`config.mk`:
```
export PLATFORM = sky130hd
export DESIGN_NAME = call_stack_ctrl
export DESIGN_NICKNAME = d
export VERILOG_FILES = /design/src/rtl/call_stack_ctrl.sv
export SDC_FILE = /design/constraint.sdc
export NUM_CORES = 1
export LEC_CHECK = 0
export CAP_MARGIN = 25
export CORE_ASPECT_RATIO = 0.7
export CORE_UTILIZATION = 36
export CTS_BUF_LIST = sky130_fd_sc_hd__clkbuf_4 sky130_fd_sc_hd__clkbuf_8 sky130_fd_sc_hd__clkbuf_16
export DETAILED_ROUTE_END_ITERATION = 8
export HOLD_SLACK_MARGIN = 0.02
export PLACE_DENSITY_LB_ADDON = 0.05
export REMOVE_ABC_BUFFERS = 1
export SLEW_MARGIN = 20
export SYNTH_ARGS = -nofsm -noshare
export SYNTH_HDL_FRONTEND = slang
export SYNTH_SLANG_ARGS = --single-unit
```
`constraint.sdc`:
```
create_clock -name clk -period 5 [get_ports clk]
set_input_delay 1 -clock clk [delete_from_list [all_inputs] [get_ports clk]]
set_output_delay 1 -clock clk [all_outputs]
set_load 0.01 [all_outputs]
```
`src/rtl/call_stack_ctrl.sv`:
```
// Push/pop sequencer and arbiter for the 16-entry hardware call stack.
// Optional STACK_TRAP_EN: refuse overflow/underflow and raise sticky error flags.
module call_stack_ctrl #(
    parameter int DEPTH  = 16,
    parameter int DATA_W = 16
) (
    input  logic              clk,
    input  logic              rst_n,
    input  logic              irq_req,
    input  logic [DATA_W-1:0] irq_pc,
    input  logic              call_req,
    input  logic [DATA_W-1:0] call_pc,
    input  logic              ret_req,
    output logic              irq_ack,
    output logic              call_ack,
    output logic              ret_valid,
    output logic [DATA_W-1:0] ret_addr,
    output logic              stall,
    output logic [4:0]        depth,
    output logic              stk_rst,
    output logic              stk_push,
    output logic              stk_pop,
    output logic [DATA_W-1:0] stk_din,
    input  logic [DATA_W-1:0] stk_dout,
    input  logic              err_clr,
    output logic              ovf_err,
    output logic              unf_err
);

    typedef enum logic [1:0] {IDLE, GAP, RDATA} state_t;

    localparam logic [4:0] FULL_LVL = 5'(DEPTH);

    state_t            state_q, state_d;
    logic [4:0]        depth_q, depth_d;
    logic              stk_rst_q;
    logic              ret_valid_q, ret_valid_d;
    logic [DATA_W-1:0] ret_addr_q, ret_addr_d;
    logic              ovf_q, ovf_d;
    logic              unf_q, unf_d;
    logic              zero_q, zero_d;

    logic              full;
    logic              empty;
    logic              push_req;
    logic              ret_ok;
    logic [DATA_W-1:0] push_pc;

    assign full     = (depth_q == FULL_LVL);
    assign empty    = (depth_q == 5'd0);
    assign push_req = irq_req | call_req;
    assign push_pc  = irq_req ? irq_pc : call_pc;
    // the ret_valid cycle still sees the old ret_req; it must not re-pop
    assign ret_ok   = ret_req & ~ret_valid_q & (state_q == IDLE);

`ifndef STACK_TRAP_EN
    logic unused_err_clr;
    assign unused_err_clr = err_clr;
`endif

    always_comb begin
        state_d     = state_q;
        depth_d     = depth_q;
        ret_valid_d = 1'b0;
        ret_addr_d  = ret_addr_q;
        zero_d      = 1'b0;
        irq_ack     = 1'b0;
        call_ack    = 1'b0;
        stk_push    = 1'b0;
        stk_pop     = 1'b0;
        stk_din     = '0;
`ifdef STACK_TRAP_EN
        ovf_d       = ovf_q & ~err_clr;
        unf_d       = unf_q & ~err_clr;
`else
        ovf_d       = 1'b0;
        unf_d       = 1'b0;
`endif
        if (!stk_rst_q) begin
            unique case (state_q)
                IDLE, GAP: begin
                    if (push_req) begin
                        irq_ack  = irq_req;
                        call_ack = ~irq_req;
`ifdef STACK_TRAP_EN
                        if (full) begin
                            ovf_d   = 1'b1;
                            state_d = IDLE;
                        end else begin
                            stk_push = 1'b1;
                            stk_din  = push_pc;
                            depth_d  = depth_q + 5'd1;
                            state_d  = GAP;
                        end
`else
                        stk_push = 1'b1;
                        stk_din  = push_pc;
                        state_d  = GAP;
                        if (!full) depth_d = depth_q + 5'd1;
`endif
                    end else if (ret_ok) begin
`ifdef STACK_TRAP_EN
                        if (empty) begin
                            unf_d  = 1'b1;
                            zero_d = 1'b1;
                        end else begin
                            stk_pop = 1'b1;
                            depth_d = depth_q - 5'd1;
                        end
`else
                        stk_pop = 1'b1;
                        if (!empty) depth_d = depth_q - 5'd1;
`endif
                        state_d = RDATA;
                    end else begin
                        state_d = IDLE;
                    end
                end
                RDATA: begin
                    ret_valid_d = 1'b1;
                    ret_addr_d  = zero_q ? '0 : stk_dout;
                    state_d     = IDLE;
                end
                default: state_d = IDLE;
            endcase
        end
    end

    always_ff @(posedge clk or negedge rst_n) begin
        if (!rst_n) begin
            state_q     <= IDLE;
            depth_q     <= 5'd0;
            stk_rst_q   <= 1'b1;
            ret_valid_q <= 1'b0;
            ret_addr_q  <= '0;
            ovf_q       <= 1'b0;
            unf_q       <= 1'b0;
            zero_q      <= 1'b0;
        end else begin
            state_q     <= state_d;
            depth_q     <= depth_d;
            stk_rst_q   <= 1'b0;
            ret_valid_q <= ret_valid_d;
            ret_addr_q  <= ret_addr_d;
            ovf_q       <= ovf_d;
            unf_q       <= unf_d;
            zero_q      <= zero_d;
        end
    end

    assign stall = (irq_req & ~irq_ack)
                 | (call_req & ~call_ack)
                 | (ret_req & ~ret_valid_q);

    assign ret_valid = ret_valid_q;
    assign ret_addr  = ret_addr_q;
    assign depth     = depth_q;
    assign stk_rst   = stk_rst_q;
    assign ovf_err   = ovf_q;
    assign unf_err   = unf_q;

endmodule

```
# Yosys cells after proc, flatten, opt, wreduce, memory -nomap -nowiden
# Index checks and enable logic that the tools add are counted.
# classes
add_sub_neg	2
eq_ne	5
mux	26
bitwise	12
reduce_logical	6
# op_table
op	count
$mux W16	4
$mux W5	4
$mux W1	15
$mux W2	3
$add A5 B1 Y5 const B	1
$eq A5 B5 Y1 const B	1
$logic_not A5 Y1	1
$not A1 Y1	5
$reduce_and A5 Y1	1
$sub A5 B1 Y5 const B	1
$and A1 B1 Y1	4
$or A1 B1 Y1	3
$eq A2 B1 Y1 const B	1
$eq A2 B2 Y1 const B	1
$logic_not A2 Y1	1
$ne A2 B1 Y1 const B	1
$ne A2 B2 Y1 const B	1
$reduce_and A2 Y1	1
$reduce_bool A2 Y1	1
$reduce_or A2 Y1	1
# totals
register_bits	25
input_bits	54

# Longest topological paths before layout
# Gate-level depths: netlist of the first run.
# logic_depth
depth_word	8
mapped_depth	8
mapped_depth_nobuf	7

# Least setup slack after synthesis of the first run
# No wires, ideal clock.
# synth_path
path_kind	input -> output
from	in irq_req
to	out stk_din[10]
arrival_ps	2019
required_ps	4000
setup_slack_ps	1981
cell_stages	4
n_path_buf	2
path_cell_list	buf_6 nor4b_2 buf_4 a22o_1
# synth_via
elab_chain_len	4
word_cells_on_any_way	5
cone_classes	mux: 4; bitwise: 1
# synth_rtl
element	line_no	source
start, declared	9	input logic irq_req,
$mux W16 or $or A1 B1 Y1 (tied branches)	52, 51	
$mux W16 (*)	82	if (push_req) begin
$mux W16 (*)	80	unique case (state_q)
$mux W16 (*)	79	if (!stk_rst_q) begin
end, declared	23	output logic [DATA_W-1:0] stk_din,
# Mark *: on every way between the ends. The rest lies on a longest branch, timed or not.

# Worst setup path after layout of the first run
# layout_path
from	in irq_req
to	out stk_din[8]
# The elaborated chain is that of the path after synthesis.

==> key figures, run 1 <==
Die
  • Initial Utilization: 39.50%
  • Row cnt: 17
  • Ports: 100
  • Die H: 52.16 um
  • Die area: roughly 3800 um^2
  • Die W: roughly 74 um
  • Core area: 3276 um^2

Place
  • Hpwl dp: 2.825 mm
  • Placer Congestion: between 0.7 and 0.8
  • Number of port buffers: 96

Clock network
  • CTS clk-pin slew, worst paths: ~80 ps
  • Max Root-Sink Buffers: 2
  • Clock Sinks: 25
  • TritonCTS clock tree: yes
  • Clk Latency, worst-skew pair: between 200 and 300 ps
  • Post-CTS Setup Bufs: 0
  • Post-CTS Resized: 0
  • CTS Buf Count: 3
  • Hold-fix buffers, CTS: 0
  • H-tree Lvls: 1
  • Root buffer cell: clkbuf_8

STA
  • Worst-Margin Slew: 647.2 ps
  • Slew HR: 56.66%
  • RSZ-0062 raised after global routing: no
  • Max Clk Rate: 0.2629 GHz
  • Hold Fails Final Rpt: 0
  • Final setup fails: 0
  • Setup TNS: 0 ps
  • Clock Skew: 0.7233 ps
  • Post-route clock period utilization: 76.06%
  • Pins over their slew limit: 0
  • Final min period: 3803 ps

Route
  • Total number of vias: approximately 1200
  • WL/cell: 13.93 um
  • Detail Route Antenna Nets: 0
  • Final wirelength: 3.483 mm
  • First DRT Iteration DRCs: roughly 80
  • Post-route DRC: 0
  • Via density: approximately 4.8
  • TritonRoute pass-1 iters: 4

Worst setup path
  • Crit-path max FO: 17
  • Crit start category: input port
  • Critical path cell sequence: clkdlybuf4s50_1 > and2_2 > a22o_1 > clkdlybuf4s50_1
  • CP Data Required Time: ~4000 ps
  • Most used cell, CP: clkdlybuf4s50_1
  • Slowest stage cell, crit path: clkdlybuf4s50_1
  • Critical Path End Type: output port
  • Crit path DAT: approximately 2800 ps
  • Max incr delay on CP: about 630 ps
  • WS Path Type: input port to output port

Final layout
  • P&R area growth vs syn: 81.14%
  • Diode count: 0
  • Layout cell share with drive strength beyond 1: 15.76%
  • Final net count: 259
  • Final core utilization: 71.54%

Synth
  • Synth warn: 0
  • Netlist cell types: 32
  • Mean Syn Cell Area: 12.21 um^2
  • Syn Std Cell Area: approximately 1300 um^2
  • Mapped Cells: 106
  • #FFs+latches synth: 25
  • Seq/Total Area, Yosys: 48.45%

GRT
  • Vias in the first global route: 1162
  • Antenna violations before repair: 0
  • First-pass GRT wire length: 5.533 mm
  • Total global routing overflow: 0
  • Largest net degree at the start of global routing: 18
  • Total GRT Usage: 18.83%

Power
  • Maximum vdd drop: ~0.26 mV
  • Static Leak: 0.9769 nW
  • PD cells: ~330 nW/um^2
  • Tot Pwr: 764.7 uW

Run
  • Total of max-cap violations: 0

Outcome
  • Status: finished clean

Hold path
  • Hold Crit Class: flip-flop to flip-flop
[layout by cell type, fill, tap and decap left out, types with 3 or more instances in the layout]
cell,netlist,layout
a22o_1,16,16
clkbuf_8,0,3
clkdlybuf4s50_1,0,96
conb_1,1,3
dfrtp_1,24,24
mux2_2,17,17
nand2_1,3,3
nor2_1,3,3
o21ai_0,5,5
xnor2_1,3,3
[through the flow]
| step | hold slack [ps] | setup WS, ps | area [um^2] | cells |
|---|---|---|---|---|
| 4_1_cts | 515.4 | 1188 | 2344 | 250 |
| 3_5_place_dp | 496.9 | 1198 | 2295 | 246 |
| 2_1_floorplan | 493.5 | 1777 | 1241 | 100 |
| 6_report | 509.3 | 1197 | 2344 | 250 |
| 5_1_grt | 530.8 | 1118 | 2344 | 250 |
| 3_3_place_gp | 487.3 | 1269 | 2268 | 244 |
[power breakdown]
group | switching, mW | total [mW] | internal [mW]
registers | 0.0509 | 0.309 | 0.258
logic | 0.121 | 0.337 | 0.216
clock network | 0.0558 | 0.118 | 0.0622
total | 0.228 | 0.765 | 0.537
[final timing paths]
path | startpoint | to | slack [ps] | cells after the start
worst min-delay path | ret_addr[6] | ret_addr[6] | 510 | 1
min in group asynchronous | rst_n | ret_addr[5] | 1030 | 1
worst max-delay path | irq_req | stk_din[8] | 1200 | 4
max in group asynchronous | rst_n | stk_rst | 3440 | 2
worst min register to register | ret_addr[6] | ret_addr[6] | 510 | 1
worst max register to register | depth[1] | depth[1] | 3250 | 3
[area by class of cell]
type / count / area, um^2
Multi-Input combinational cell: 73 / 606.8
Inverter: 2 / 7.507
Clock buffer: 4 / 48.80
Sequential cell: 25 / 626.9
Fill cell: 260 / 932.1
Timing Repair Buffer: 99 / 994.7
Tap cell: 47 / 58.81
[registers in the layout, indices dropped and copies added (netlist names)]
register,cells
depth,5
ret_addr,16
ret_valid,1
state_q,2
stk_rst,1
[critical path, delay by kind of cell]
family | cells | cell delay (ps)
buffers and inverters | 2 | 1170
AOI/OAI and AO/OA | 1 | 200
and+or+nand+nor | 1 | 420
[routing by layer]
metal	GRT usage, %	vias to the layer above	wire length [um]
met5	0	-	0
met2	31.50	61	1611
met4	1.923	0	17
met3	6.202	2	372
li1	-	588	-
met1	24.51	546	1483
[cells in the mapped netlist, drive strengths merged]
cell type,instances,share of area (%)
dfrtp,24,46
a211oi,1,0.58
and3,1,0.48
a21oi,1,0.39
or2,1,0.48
a22o,16,11
nor4,1,0.48
buf,8,4.6
mux2,17,15
nor3b,2,1.5
mux2i,1,0.77
and2,1,0.58
conb,1,0.29
nor3,2,0.77
dfstp,1,2.0
or4,2,1.7
a21o,2,1.2
inv,2,0.58
o22ai,1,0.48
xnor2,3,2.0
nand2,3,0.87
o21a,1,0.58
nor4b,1,1.2
o31ai,2,1.2
o22a,1,0.68
nor2,3,0.87
o21ai,6,2.6
ha,1,0.97
[cells by family after synthesis]
group / Yosys count / share of synthesized area (%)
AO/OA/AOI/OAI: 31 / 18.47
XOR/XNOR: 3 / 2.031
AND/OR/NAND/NOR: 17 / 8.995
multiplexers: 18 / 15.57
buffers and inverters: 10 / 5.222
flip-flops: 25 / 48.45
other: 1 / 0.2899
adder cells (fa/ha/maj): 1 / 0.9670
Note: power is estimated with default switching activity, not from simulation.
==> inputs of run 2 (changes only) <==
- CORE_UTILIZATION: 36 -> 30
- clock period: 5 -> 3.15 ns (I/O delays scaled with it)
==> key figures, run 2 (synthesized netlist as in run 1, its figures left out) <==
Clock network
  • CTS clk-pin slew, worst paths: 90 ps (was 80 ps)
  • H-tree Lvls: 1 (unchanged)
  • Hold-fix buffers, CTS: 0 (unchanged)
  • Clock Sinks: 25 (unchanged)
  • CTS Buf Count: 3 (unchanged)
  • Root buffer cell: clkbuf_8 (unchanged)
  • Post-CTS Resized: 0 (unchanged)
  • TritonCTS clock tree: yes (unchanged)
  • Max Root-Sink Buffers: 2 (unchanged)
  • Post-CTS Setup Bufs: 0 (unchanged)
  • Clk Latency, worst-skew pair: 270 ps (was 260 ps)

Route
  • Total number of vias: 1207 (was 1197)
  • TritonRoute pass-1 iters: 4 (unchanged)
  • WL/cell: 13.96 um (was 13.93 um)
  • First DRT Iteration DRCs: 39 (was 79)
  • Post-route DRC: 0 (unchanged)
  • Detail Route Antenna Nets: 0 (unchanged)
  • Via density: 4.715 (was 4.788)
  • Final wirelength: 3.574 mm (was 3.483 mm)

Power
  • Static Leak: 0.9739 nW (was 0.9769 nW)
  • PD cells: 519.6 nW/um^2 (was 326.3 nW/um^2)
  • Maximum vdd drop: 0.3019 mV (was 0.2621 mV)

Worst setup path
  • Top delay family on crit path: buffers and inverters (unchanged)
  • Max incr delay on CP: 610 ps (was 630 ps)
  • Critical path cell sequence: clkdlybuf4s50_1 > and2_2 > a22o_1 > clkdlybuf4s50_1 (unchanged)
  • CP Data Required Time: 2520 ps (was 4000 ps)
  • Crit path buf inv count: 2 (unchanged)
  • Crit-path max FO: 17 (unchanged)
  • Crit path DAT: 2400 ps (was 2800 ps)
  • Crit start category: input port (unchanged)
  • Critical Path End Type: output port (unchanged)
  • WS Path Type: input port to output port (unchanged)
  • Most used cell, CP: clkdlybuf4s50_1 (unchanged)
  • Slowest stage cell, crit path: clkdlybuf4s50_1 (unchanged)

Place
  • Hpwl dp: 2.892 mm (was 2.825 mm)
  • Number of port buffers: 96 (unchanged)
  • Placer Congestion: 0.7316 (was 0.7556)

Die
  • Ports: 100 (unchanged)
  • Core area: 4018 um^2 (was 3276 um^2)
  • Initial Utilization: 32.20% (was 39.50%)
  • Row cnt: 19 (was 17)
  • Die W: 80.49 um (was 73.65 um)
  • Die area: 4583 um^2 (was 3841 um^2)
  • Die H: 56.94 um (was 52.16 um)

Outcome
  • Status: finished clean (unchanged)

STA
  • Hold slack: 513.3 ps (was 509.3 ps)
  • Max Clk Rate: 0.3301 GHz
  • Post-route clock period utilization: a little over nine tenths
  • Final setup fails: 0 (unchanged)
  • Pins over their slew limit: 0 (unchanged)
  • RSZ-0062 raised after global routing: no (unchanged)
  • Worst-Margin Slew: 675.7 ps (was 647.2 ps)
  • Setup TNS: 0 ps (unchanged)
  • Slew HR: 54.75% (was 56.66%)
  • Clock Skew: 4.146 ps (was 0.7233 ps)
  • Hold Fails Final Rpt: 0 (unchanged)
  • Final min period: 3030 ps

Final layout
  • P&R area growth vs syn: 81.33% (was 81.14%)
  • Max FFs per register: 16 (unchanged)
  • Final net count: 260 (was 259)
  • Most frequent cells in the layout: clkdlybuf4s50_1 (96), dfrtp_1 (24), mux2_2 (17), a22o_1 (16), o21ai_0 (5) (unchanged)
  • Layout cell share with drive strength beyond 1: 16.18% (was 15.76%)
  • Diode count: 0 (unchanged)
  • Commonest non-fill, non-tap cell in the layout: clkdlybuf4s50_1 (unchanged)

Run
  • Total of max-cap violations: 0 (unchanged)

GRT
  • Total GRT Usage: 16.22% (was 18.83%)
  • Largest net degree at the start of global routing: 26 (was 18)
  • Antenna violations before repair: 0 (unchanged)
  • Total global routing overflow: 0 (unchanged)
  • First-pass GRT wire length: 5.858 mm (was 5.533 mm)
  • Vias in the first global route: 1289 (was 1162)

Hold path
  • Hold Crit Class: flip-flop to flip-flop (unchanged)
[run 2: changes by cell type in the layout (fill, tap and decap cells not counted)]
cell,change
clkbuf_4,-1
clkinvlp_4,+1
buf_4,+3
buf_6,-1
buf_8,-1
[run 2: report_power, final]
group / total [mW] / internal (mW) / switching, mW / leakage (nW)
registers: 0.493 / 0.410 / 0.0831 / 0.317
clock network: 0.192 / 0.0896 / 0.102 / 0.0217
logic: 0.534 / 0.343 / 0.191 / 0.635
[run 2: worst paths after layout]
check	startpoint	end	slack [ps]	cells past startpoint
min	ret_addr[4]	ret_addr[4]	510	1
max reg2reg	state_q[1]	ret_addr[3]	1350	3
min reg2reg	ret_addr[4]	ret_addr[4]	510	1
max in group asynchronous	rst_n	stk_rst	2150	2
min in group asynchronous	rst_n	ret_addr[1]	710	2
max	irq_req	stk_din[5]	120	4
[run 2: cell type report]
type	instances	area [um^2]
clock inverters	1	7.507
flip-flops and latches	25	626.9
repair buffers	100	991.0
fillers	349	1672
well taps	52	65.06
multi-input cells	73	606.8
inverters	2	7.507
clock buffers	3	41.29
[run 2: metrics by stage]
step	worst slack [ps]	util (%)	instances	area, um^2	total power, mW
6_report	120.3	58.39	256	2346	1.219
5_1_grt	0.5826	58.39	256	2346	1.307
4_1_cts	126.4	58.39	256	2346	1.238
3_5_place_dp	129.2	57.18	252	2297	1.039
3_3_place_gp	138.3	57.18	252	2297	1.020
2_1_floorplan	667.0	-	100	1241	0.7131
[run 2: layer usage]
layer	global-route usage [%]	vias up	part of all wire (%)
met5	0	-	0
met4	2.296	0	0.11
met3	4.960	2	7.7
met2	28.45	45	50
met1	20.12	571	43
li1	-	589	-
==> inputs of run 3 (changes only) <==
- SKIP_LAST_GASP: unset -> 1
==> results of run 3 <==
Same layout as run 2: the final DEF is identical, and so are final timing and power.
